### src/rtl/lifo_pop_streamer.sv
// lifo_pop_streamer: pops a burst from the lifo stack and streams it out through a 2-entry skid buffer
module lifo_pop_streamer #(
    parameter int DATA_WIDTH = 8,
    parameter int BUFFER_NO  = 8,
    parameter int CNT_WIDTH  = 4
) (
    input  logic                  clk,
    input  logic                  reset,
    input  logic                  start,
    input  logic [CNT_WIDTH-1:0]  burst_len,
    output logic                  busy,
    output logic                  done,
    output logic [CNT_WIDTH-1:0]  pop_count,
    output logic                  lifo_ren,
    input  logic                  lifo_empty,
    input  logic [DATA_WIDTH-1:0] lifo_data,
    output logic                  m_valid,
    input  logic                  m_ready,
    output logic [DATA_WIDTH-1:0] m_data
);
    localparam logic [1:0] IDLE  = 2'd0;
    localparam logic [1:0] POP   = 2'd1;
    localparam logic [1:0] FLUSH = 2'd2;
    localparam logic [CNT_WIDTH-1:0] MAX_POP = CNT_WIDTH'(BUFFER_NO);

    logic [1:0]            state;
    logic [CNT_WIDTH-1:0]  remaining;
    logic                  drain;
    logic                  in_flight;
    logic [1:0]            occ;
    logic [1:0]            occ_after;
    logic [DATA_WIDTH-1:0] b0, b1;
    logic                  xfer;
    logic                  drained;

    assign m_valid   = occ != 2'd0;
    assign m_data    = b0;
    assign xfer      = m_valid & m_ready;
    // occupancy once this cycle's transfer has left; lets a pop reuse the slot freed this cycle
    assign occ_after = occ - {1'b0, xfer};
    assign drained   = !in_flight && occ == 2'd0;
    assign busy      = state != IDLE;
    assign done      = state == FLUSH && drained;
    assign lifo_ren  = state == POP && !lifo_empty && (remaining != '0 || drain) &&
                       (occ_after == 2'd0 || (occ_after == 2'd1 && !in_flight));

    // burst control: command capture, pop accounting and exit to flush
    always_ff @(posedge clk or negedge reset) begin
        if (!reset) begin
            state     <= IDLE;
            remaining <= '0;
            drain     <= 1'b0;
            pop_count <= '0;
        end else if (state == IDLE) begin
            if (start) begin
                remaining <= (burst_len > MAX_POP) ? MAX_POP : burst_len;
                drain     <= burst_len == '0;
                pop_count <= '0;
                state     <= POP;
            end
        end else if (state == POP) begin
            if (lifo_ren) begin
                pop_count <= pop_count + CNT_WIDTH'(1);
                if (!drain) remaining <= remaining - CNT_WIDTH'(1);
                if (!drain && remaining == CNT_WIDTH'(1)) state <= FLUSH;
            end else if (lifo_empty) begin
                state <= FLUSH;
            end
        end else if (state == FLUSH) begin
            if (drained) state <= IDLE;
        end else begin
            state <= IDLE;
        end
    end

    // skid buffer: head shifts out on transfer, read data lands behind whatever remains
    always_ff @(posedge clk or negedge reset) begin
        if (!reset) begin
            in_flight <= 1'b0;
            occ       <= 2'd0;
            b0        <= '0;
            b1        <= '0;
        end else begin
            in_flight <= lifo_ren;
            occ       <= occ_after + {1'b0, in_flight};
            if (xfer) b0 <= b1;
            if (in_flight) begin
                if (occ_after == 2'd0) b0 <= lifo_data;
                else b1 <= lifo_data;
            end
        end
    end
endmodule
### config.mk
export PLATFORM = sky130hd
export DESIGN_NAME = lifo_pop_streamer
export DESIGN_NICKNAME = d
export VERILOG_FILES = /design/src/rtl/lifo_pop_streamer.sv
export SDC_FILE = /design/constraint.sdc
export NUM_CORES = 1
export LEC_CHECK = 0
export BUFFER_PORTS_ARGS = -buffer_cell sky130_fd_sc_hd__buf_2
export CAP_MARGIN = 20
export CORE_ASPECT_RATIO = 0.8
export CORE_MARGIN = 3
export CORE_UTILIZATION = 57
export DETAILED_ROUTE_END_ITERATION = 6
export PLACE_DENSITY_LB_ADDON = 0.15
export SLEW_MARGIN = 20
export SYNTH_ARGS = -nofsm -noshare
export SYNTH_HDL_FRONTEND = slang
export SYNTH_SLANG_ARGS = --single-unit
### constraint.sdc
create_clock -name clk -period 3.5 [get_ports clk]
set_input_delay 0.175 -clock clk [delete_from_list [all_inputs] [get_ports clk]]
set_output_delay 0.175 -clock clk [all_outputs]
set_load 0.05 [all_outputs]
==> flow_metrics.env, run 1 <==
export IMPL_worst_setup_path_start_kind="flip-flop"
export IMPL_vdd_ir_drop_max_mv=0.470
export IMPL_r2r_start="occ[1]$_DFF_PN0_"
export IMPL_grt_overflow=0
export IMPL_yosys_top_cells_area="dfrtp_1, mux2i_1, mux2_2"
export IMPL_cp_required_ns=3.32
export IMPL_setup_worst_path_end="lifo_ren"
export IMPL_cts_resized=0
export IMPL_setup_viol=0
export IMPL_synth_edff_count=0
export IMPL_synth_async_reset_ratio_pct=100
export IMPL_synth_nets=161
export IMPL_postSynthAreaPerCell_um2=11.4
export IMPL_die_w_um=64.6
export IMPL_worstSetupStartpoint="occ[1]$_DFF_PN0_"
export IMPL_endpoint_kind="output port"
export IMPL_firstDrtPassIters=4
export IMPL_hold_viol_final=0
export IMPL_synthFlopType="dfrtp_1"
export IMPL_cts_root_buf="clkbuf_4"
export IMPL_grt_pass1_vias=1228
export IMPL_drc=0
export IMPL_core_mm2=0.00252
export IMPL_yosysMostFrequentCell="dfrtp_1"
export IMPL_tightest_slew_ns=0.658
export IMPL_grt_max_degree=31
export IMPL_finalCriticalPeriod_ns=2.73
export IMPL_crit_type="flip-flop to output port"
export IMPL_clock_latency_ns=0.33
export IMPL_hold_path_class="input pin to flip-flop"
export IMPL_p_total_uw=1750
export IMPL_place_area_mm2=0.00176
export IMPL_relSlewSlack_pct=56.2
export IMPL_cts_buffers_inserted=5
export IMPL_die_h_um=52.9
export IMPL_gp_congestion=0.783
export IMPL_status="complete, no violations"
export IMPL_r2r_cells=8
export IMPL_post_drt_wl_per_cell_um=15.8
export IMPL_drive_above_1_share_pct=32.0
export IMPL_finalCritPeriodShare_pct=78.1
export IMPL_ctsHtreeMaxLevel=2
export IMPL_p_per_area_mw_per_mm2=967
export IMPL_min_delay_path_depth=2
export IMPL_synthCells=138
export IMPL_yosys_warnings=0
export IMPL_vias=1180
export IMPL_maxCapViolations=0
export IMPL_nets=198
export IMPL_hpwl_um=2420
export IMPL_ys_types=40
export IMPL_yosysSeqAreaShare_pct=47.9
export IMPL_finalSetupTns_ns=0
export IMPL_reg2reg_slack_ns=1.02
export IMPL_n_antenna_cell=0
export IMPL_rsz0062_at_grt="false"
export IMPL_ys_ff_latch=30
export IMPL_cts_buffer_depth=2
export IMPL_p_leak_uw=0.000902
export IMPL_cts_tree="built"
export IMPL_rows=16
export IMPL_wirelength_um=3330
export IMPL_grt_antenna_before_repair=0
export IMPL_clock_fmax_mhz=366
export IMPL_die_area_mm2=0.00342
export IMPL_synth_common_cells="dfrtp_1, mux2i_1, nor2_1"
export IMPL_regToRegEndpoint="m_data[0]$_DFF_PN0_"
export IMPL_drtIter0Drc=70
export IMPL_synth_cell_area_mm2=0.00157
export IMPL_synth_top_cell_by_area="dfrtp_1"
export IMPL_syn2layout_area_growth_pct=15.6
export IMPL_finClkSkew_ns=0.00250
export IMPL_fin_hold_ws_ns=0.0900
export IMPL_fin_area_mm2=0.00181
export IMPL_avgViaCountPerCell=5.59
export IMPL_worstPathArrival_ns=2.56
export IMPL_clock_sinks=30
export IMPL_io_buffer_count=32
export IMPL_crit_fanout=9
export IMPL_synth_top_area_share_pct=47.9
export IMPL_ant_nets=0
export IMPL_finalMaxSlewViolations=0
export IMPL_start_util_pct=62.1
export IMPL_grtUsageTotal_pct=22.6
export IMPL_grt_pass1_wl_um=5620
export IMPL_ios=33
export IMPL_clkTransAtPathRegs_ns=0.09
==> cells in the final DEF (no fill, tap or decap), drive strengths merged <==
cell / Yosys / routed
o2111a: 1 / 1
a211oi: 1 / 1
nand2b: 4 / 4
or2: 1 / 1
dfrtp: 30 / 30
buf: 2 / 32
clkbuf: 1 / 7
dlygate4sd3: 0 / 1
nand3: 2 / 2
nand2: 11 / 11
a32oi: 1 / 1
mux2i: 11 / 11
or4b: 2 / 2
a41oi: 1 / 1
nand4: 2 / 2
o21ai: 5 / 5
o211ai: 1 / 1
a221oi: 3 / 3
a21oi: 8 / 8
o22ai: 1 / 1
mux2: 8 / 8
a21boi: 1 / 1
ha: 6 / 6
a31oi: 2 / 2
a211o: 1 / 1
xnor2: 2 / 2
or4: 1 / 1
nor3: 5 / 5
nor3b: 1 / 1
nor2: 12 / 12
and2: 1 / 1
inv: 10 / 10
==> repair_timing <==
| action | in CTS | in global routing |
|---|---|---|
| hold buffers | 1 | 0 |
| endpoints found under the hold margin | 30 | 0 |
| buffers inserted | 0 | 0 |
| endpoints found under the setup margin | 0 | 0 |
==> through the flow <==
| stage | setup WS (ns) | util, % | instances |
|---|---|---|---|
| after CTS | 0.782 | 71.8 | 211 |
| after global placement | 1.12 | 69.6 | 203 |
| after detailed placement | 1.02 | 69.6 | 203 |
| final | 0.767 | 71.8 | 211 |
| after global routing | 0.641 | 71.8 | 211 |
| after floorplan | 0.787 | - | 138 |
==> per-layer routing <==
metal  global-route usage, %  wire (µm)
met1                    27.2       1480
met2                    37.8       1660
met3                    8.92        167
met4                    6.32         20
met5                       0          0
==> cells by family after synthesis <==
logic type	Yosys count	synth area share (%)
and+or+nand+nor	42	15.7
DFF	30	47.9
AOI/OAI and AO/OA	26	12.7
muxes	19	12.8
buffers and inverters	13	3.75
adders and majority gates	6	4.79
xor gates and xnor gates	2	2.32
==> state kept, by name, summed over array words and instances, names as in the netlist <==
register and cells:
occ 2, pop_count 4, m_data 8, remaining 4, drain 1, b1 8
state 2, in_flight 1
==> power breakdown <==
group / switching [µW] / internal, µW / leakage [µW]
Combinational: 595 / 334 / 0.000501
Sequential: 132 / 499 / 0.000375
Clock: 115 / 75.6 / 0.0000254
Total: 841 / 909 / 0.000902
==> how the worst min path moves through the flow <==
stage,start,to,slack [ns]
after floorplan,reset,b1[0]$_DFFE_PN0P_,-0.12
after global placement,reset,remaining[3]$_DFFE_PN0P_,0.23
after detailed placement,reset,remaining[3]$_DFFE_PN0P_,0.24
after CTS,lifo_data[3],b1[3]$_DFFE_PN0P_,0.09
after global routing,lifo_data[0],b1[0]$_DFFE_PN0P_,0.07
final,lifo_data[6],b1[6]$_DFFE_PN0P_,0.09
==> critical path, cell delays in order, from the launching register on <==
cell and delay, ns:
dfrtp_1 0.46, or2_2 0.36, nand2_4 0.18, inv_1 0.06
ha_1 0.36, nand2b_1 0.20, nand4_4 0.19, inv_6 0.15
buf_2 0.27
==> final cells by class <==
cell class	count	area [µm²]
Multi-Input combinational cell	95	757
Sequential cell	30	751
Fill cell	204	712
Timing Repair Buffer	33	170
Clock buffer	7	45.0
Tap cell	36	45.0
Inverter	10	42.5
Power figures use the tool's default switching activity.
==> inputs of run 2 (changes only) <==
Settings changed: CORE_UTILIZATION 57 to 48.
Clock period 3.5 ns to 2.3 ns, I/O delays scaled along.
==> run 2 against run 1 <==
Net effect:
- non-clock buffer count increased by 3
- sequential power increased by 53%
- global-route usage decreased by 4.0 points
- sequential cell count unchanged
- register-to-register slack got worse by 0.95 ns
- utilization decreased by 6.7 points
- worst hold slack got worse by 0.017 ns
- sequential share of layout area decreased by 2.1 points
==> flow_metrics.env, run 2 (synthesis gave the netlist of run 1 again) <==
export IMPL_die_area_mm2=0.00399
export IMPL_rsz0062_at_grt="false"
export IMPL_status="complete, no violations"
export IMPL_avgViaCountPerCell=5.51
export IMPL_clock_latency_ns=0.29
export IMPL_clkTransAtPathRegs_ns=0.06
export IMPL_vdd_ir_drop_max_mv=0.634
export IMPL_finClkSkew_ns=0.00733
export IMPL_nets=201
export IMPL_finalCritPeriodShare_pct=96.8
export IMPL_finalCriticalPeriod_ns=2.23
export IMPL_finalSetupTns_ns=0
export IMPL_cts_root_buf="clkbuf_8"
export IMPL_start_util_pct=53.4
export IMPL_firstDrtPassIters=5
export IMPL_drtIter0Drc=84
export IMPL_die_h_um=57.1
export IMPL_hold_viol_final=0
export IMPL_final_common_cell="buf_2"
export IMPL_drive_above_1_share_pct=36.0
export IMPL_cp_required_ns=2.47
export IMPL_io_buffer_count=32
export IMPL_final_cell_mix="buf_2, dfrtp_1, mux2i_1, nor2_1, nand2_1"
export IMPL_grt_antenna_before_repair=0
export IMPL_setup_viol=0
export IMPL_p_per_area_mw_per_mm2=1500
export IMPL_critical_path_max_stage_delay_ns=0.44
export IMPL_crit_fanout=9
export IMPL_cts_buffers_inserted=5
export IMPL_core_mm2=0.00294
export IMPL_fin_util_pct=65.1
export IMPL_post_drt_wl_per_cell_um=15.4
export IMPL_stdcell_count=216
export IMPL_vias=1190
export IMPL_hold_path_class="input pin to flip-flop"
export IMPL_ctsHtreeMaxLevel=2
export IMPL_n_antenna_cell=0
export IMPL_ant_nets=0
export IMPL_crit_type="flip-flop to flip-flop"
export IMPL_grt_pass1_vias=1241
export IMPL_cts_buffer_depth=2
export IMPL_gp_congestion=0.876
export IMPL_drc=0
export IMPL_relSlewSlack_pct=55.4
export IMPL_post_place_cells=206
export IMPL_cts_tree="built"
export IMPL_grt_pass1_wl_um=5710
export IMPL_die_w_um=69.9
export IMPL_clock_sinks=30
export IMPL_grt_overflow=0
export IMPL_wirelength_um=3330
export IMPL_clock_fmax_mhz=449
export IMPL_worstPathArrival_ns=2.39
export IMPL_syn2layout_area_growth_pct=22.0
export IMPL_ios=33
export IMPL_hpwl_um=2430
export IMPL_finalMaxSlewViolations=0
export IMPL_crit_chain="or2_4 -> nand2_8 -> inv_1 -> ha_4 -> xnor2_4 -> buf_4 -> a21boi_4 -> mux2_2"
export IMPL_maxCapViolations=0
export IMPL_grt_max_degree=31
export IMPL_endpoint_kind="flip-flop"
export IMPL_slowest_stage="dfrtp_2"
export IMPL_grtUsageTotal_pct=18.5
export IMPL_p_leak_uw=0.000942
export IMPL_rows=17
export IMPL_tightest_slew_ns=0.668
export IMPL_worst_setup_path_start_kind="flip-flop"
run 2: cell count changes in the layout (fill, tap and decap cells not counted), sizes merged:
cell	delta
buf	+3
clkinv	+2
clkbuf	-2
run 2: routing by layer:
metal | share of wire [%] | GRT usage, %
met1 | 47 | 23.5
met5 | 0 | 0
met2 | 45 | 29.3
met4 | 1.7 | 9.56
met3 | 6.8 | 5.11
run 2: timing repair:
item                       in CTS  in global routing
gates cloned                    0                  0
pin swaps                       2                  1
setup buffers                   1                  1
resized for setup               2                  1
hold endpoints to repair       30                  0
hold buffers                    1                  0
setup endpoints to repair       1                  6
run 2: stage by stage:
step                      total power, µW  cell area [µm²]  setup slack [ns]  hold WS [ns]
after CTS                            2870             1900            0.0332        0.0655
final                                2860             1910            0.0740        0.0733
after floorplan                      2160             1620            0.0130        -0.181
after global placement               2360             1800             0.143         0.178
after detailed placement             2430             1800            0.0849         0.192
after global routing                 3060             1910          0.000911        0.0695
run 2: path summary, 6_finish.rpt:
path,from,end,slack [ns],cells past startpoint
min in group asynchronous,reset,b1[4]$_DFFE_PN0P_,0.39,2
max in group asynchronous,reset,occ[1]$_DFF_PN0_,1.43,2
max reg2reg,occ[1]$_DFF_PN0_,b1[5]$_DFFE_PN0P_,0.07,8
min,lifo_data[2],b1[2]$_DFFE_PN0P_,0.07,2
min reg2reg,pop_count[3]$_DFFE_PN0P_,pop_count[3]$_DFFE_PN0P_,0.48,1
max,occ[1]$_DFF_PN0_,b1[5]$_DFFE_PN0P_,0.07,8
run 2: area by class of cell:
cell class                      count  area [µm²]
Clock buffer                        5        68.8
Clock inverter                      2        10.0
Fill cell                         235        1020
Inverter                           10        45.0
Multi-Input combinational cell     95         788
Sequential cell                    30         752
Tap cell                           38        47.5
Timing Repair Buffer               36         199
run 2: worst max-delay path: cells and delay by family, from the launching register on:
| kind | cells | cell delay [ns] |
|---|---|---|
| XOR/XNOR | 1 | 0.13 |
| adder cells (fa/ha/maj) | 1 | 0.18 |
| AND/OR/NAND/NOR | 2 | 0.41 |
| buffers and inverters | 2 | 0.24 |
| flip-flops | 1 | 0.44 |
| AO/OA/AOI/OAI | 1 | 0.33 |
| multiplexers | 1 | 0.39 |
run 2: report_power, final:
group | switching [µW] | total (µW) | leakage, µW | internal (µW)
Clock | 194 | 396 | 0.0000438 | 202
Combinational | 917 | 1500 | 0.000524 | 581
Sequential | 200 | 963 | 0.000374 | 763
Total | 1310 | 2860 | 0.000942 | 1550
==> inputs of run 3 (changes only) <==
Settings changed: RECOVER_POWER set to 25.
==> run 3 against run 2 <==
Net effect:
- fmax unchanged
- via count unchanged
- clock-buffer cell count unchanged
- highest routed layer unchanged
- non-clock buffer count unchanged
- sequential cell count unchanged
- sequential power about the same
- critical endpoint unchanged
- the run now ends with capacitance limit, slew limit left
- combinational power about the same
- worst hold slack unchanged
==> flow_metrics.env, run 3 (synthesis gave the netlist of run 1 again) <==
export IMPL_final_common_cell="buf_2"
export IMPL_seq_area_um2=752
export IMPL_cp_required_ns=2.47
export IMPL_maxCapViolations=1
export IMPL_n_antenna_cell=0
export IMPL_p_total_uw=2860
export IMPL_hold_path_class="input pin to flip-flop"
export IMPL_grt_pass1_wl_um=5710
export IMPL_grt_pass1_vias=1241
export IMPL_vdd_ir_drop_max_mv=0.634
export IMPL_critical_path_max_stage_delay_ns=0.44
export IMPL_ctsHtreeMaxLevel=2
export IMPL_clkTransAtPathRegs_ns=0.06
export IMPL_worst_slack_ns=0.0740
export IMPL_finalCritPeriodShare_pct=96.8
export IMPL_finalSetupTns_ns=0
export IMPL_nets=201
export IMPL_tightest_slew_ns=1.60
export IMPL_drive_above_1_share_pct=35.4
export IMPL_cts_buffers_inserted=5
export IMPL_p_leak_uw=0.000939
export IMPL_violations="capacitance limit, slew limit"
export IMPL_die_area_mm2=0.00399
export IMPL_die_h_um=57.1
export IMPL_firstDrtPassIters=5
export IMPL_slowest_stage="dfrtp_2"
export IMPL_p_per_area_mw_per_mm2=1500
export IMPL_setup_viol=0
export IMPL_cts_root_buf="clkbuf_8"
export IMPL_worst_setup_path_start_kind="flip-flop"
export IMPL_cts_tree="built"
export IMPL_final_cell_mix="buf_2, dfrtp_1, mux2i_1, nor2_1, nand2_1"
export IMPL_hpwl_um=2430
export IMPL_nFillCells=234
export IMPL_endpoint_kind="flip-flop"
export IMPL_syn2layout_area_growth_pct=21.9
export IMPL_relSlewSlack_pct=-6.87
export IMPL_vias=1190
export IMPL_multi_input_area_um2=788
export IMPL_rows=17
export IMPL_grt_overflow=0
export IMPL_crit_type="flip-flop to flip-flop"
export IMPL_stdcell_count=216
export IMPL_drtIter0Drc=84
export IMPL_start_util_pct=53.4
export IMPL_clock_sinks=30
export IMPL_post_drt_wl_per_cell_um=15.4
export IMPL_io_buffer_count=32
export IMPL_core_mm2=0.00294
export IMPL_finClkSkew_ns=0.00733
export IMPL_crit_fanout=9
export IMPL_post_place_cells=206
export IMPL_pre_cts_slack_ns=0.0849
export IMPL_grt_max_degree=31
export IMPL_clock_latency_ns=0.29
export IMPL_ios=33
export IMPL_rsz0062_at_grt="false"
export IMPL_ant_nets=0
export IMPL_avgViaCountPerCell=5.51
export IMPL_clock_fmax_mhz=449
export IMPL_grtUsageTotal_pct=18.5
export IMPL_cts_buffer_depth=2
export IMPL_gp_congestion=0.876
export IMPL_hold_viol_final=0
export IMPL_worstPathArrival_ns=2.39
export IMPL_die_w_um=69.9
export IMPL_wirelength_um=3330
export IMPL_drc=0
export IMPL_grt_antenna_before_repair=0
export IMPL_status="finished with violations"
export IMPL_finalMaxSlewViolations=31
export IMPL_crit_chain="or2_4 -> nand2_8 -> inv_1 -> ha_4 -> xnor2_4 -> buf_4 -> a21boi_4 -> mux2_2"
export IMPL_finalCriticalPeriod_ns=2.23
## run 3: cell types whose count changed in the layout (fill, tap and decap cells not counted)
| cell | change |
|---|---|
| clkbuf_1 | +1 |
| buf_2 | -1 |
## run 3: routing by layer
metal	vias to the layer above	global-route usage, %	share of wire [%]
met1	574	23.5	47
met2	40	29.3	45
met5	-	0	0
li1	569	-	-
met3	7	5.11	6.8
met4	0	9.56	1.7
## run 3: report_power, final
part	internal (µW)	leakage (µW)	switching [µW]	total (µW)
Clock	202	0.0000438	194	396
Sequential	763	0.000374	200	963
Combinational	581	0.000521	917	1500
Total	1550	0.000939	1310	2860
## run 3: what timing repair did
| action | 4_1_cts | 5_1_grt |
|---|---|---|
| gates cloned | 0 | 0 |
| endpoints found under the setup margin | 1 | 6 |
| pin swaps | 2 | 1 |
| buffers inserted | 1 | 1 |
| endpoints found under the hold margin | 30 | 0 |
| gates resized for setup | 2 | 1 |
| hold buffers | 1 | 0 |
## run 3: metrics by stage
step / utilization (%) / hold slack (ns) / instance area (µm²)
floorplan: - / -0.181 / 1620
global placement: 61.3 / 0.178 / 1800
detailed placement: 61.3 / 0.192 / 1800
CTS: 64.8 / 0.0655 / 1900
global route: 65.0 / 0.0695 / 1910
finish: 65.0 / 0.0733 / 1910
## run 3: path summary, 6_finish.rpt
kind                       slack, ns  depth (start not counted)                  endpoint                     start
hold / removal                  0.07                          2         b1[2]$_DFFE_PN0P_              lifo_data[2]
setup reg to reg                0.07                          8         b1[5]$_DFFE_PN0P_          occ[1]$_DFF_PN0_
setup / recovery                0.07                          8         b1[5]$_DFFE_PN0P_          occ[1]$_DFF_PN0_
max in group asynchronous       0.48                          2          occ[1]$_DFF_PN0_                     reset
hold reg to reg                 0.48                          1  pop_count[3]$_DFFE_PN0P_  pop_count[3]$_DFFE_PN0P_
min in group asynchronous       0.76                          2         b1[4]$_DFFE_PN0P_                     reset
## run 3: layout make-up
type	instances	area share [%]
clock buffer	5	3.60
multi-input combinational	95	41.3
inverter	10	2.36
clock inverter	2	0.524
sequential	30	39.4
tap	38	2.49
timing repair buffer	36	10.4
## run 3: critical path: cells and delay by family (launching register included)
| family | cells | cell delay (ns) |
|---|---|---|
| XOR/XNOR | 1 | 0.13 |
| AO/OA/AOI/OAI | 1 | 0.33 |
| adder cells (fa/ha/maj) | 1 | 0.18 |
| AND/OR/NAND/NOR | 2 | 0.41 |
| flip-flops | 1 | 0.44 |
| multiplexers | 1 | 0.39 |
| buffers and inverters | 2 | 0.24 |
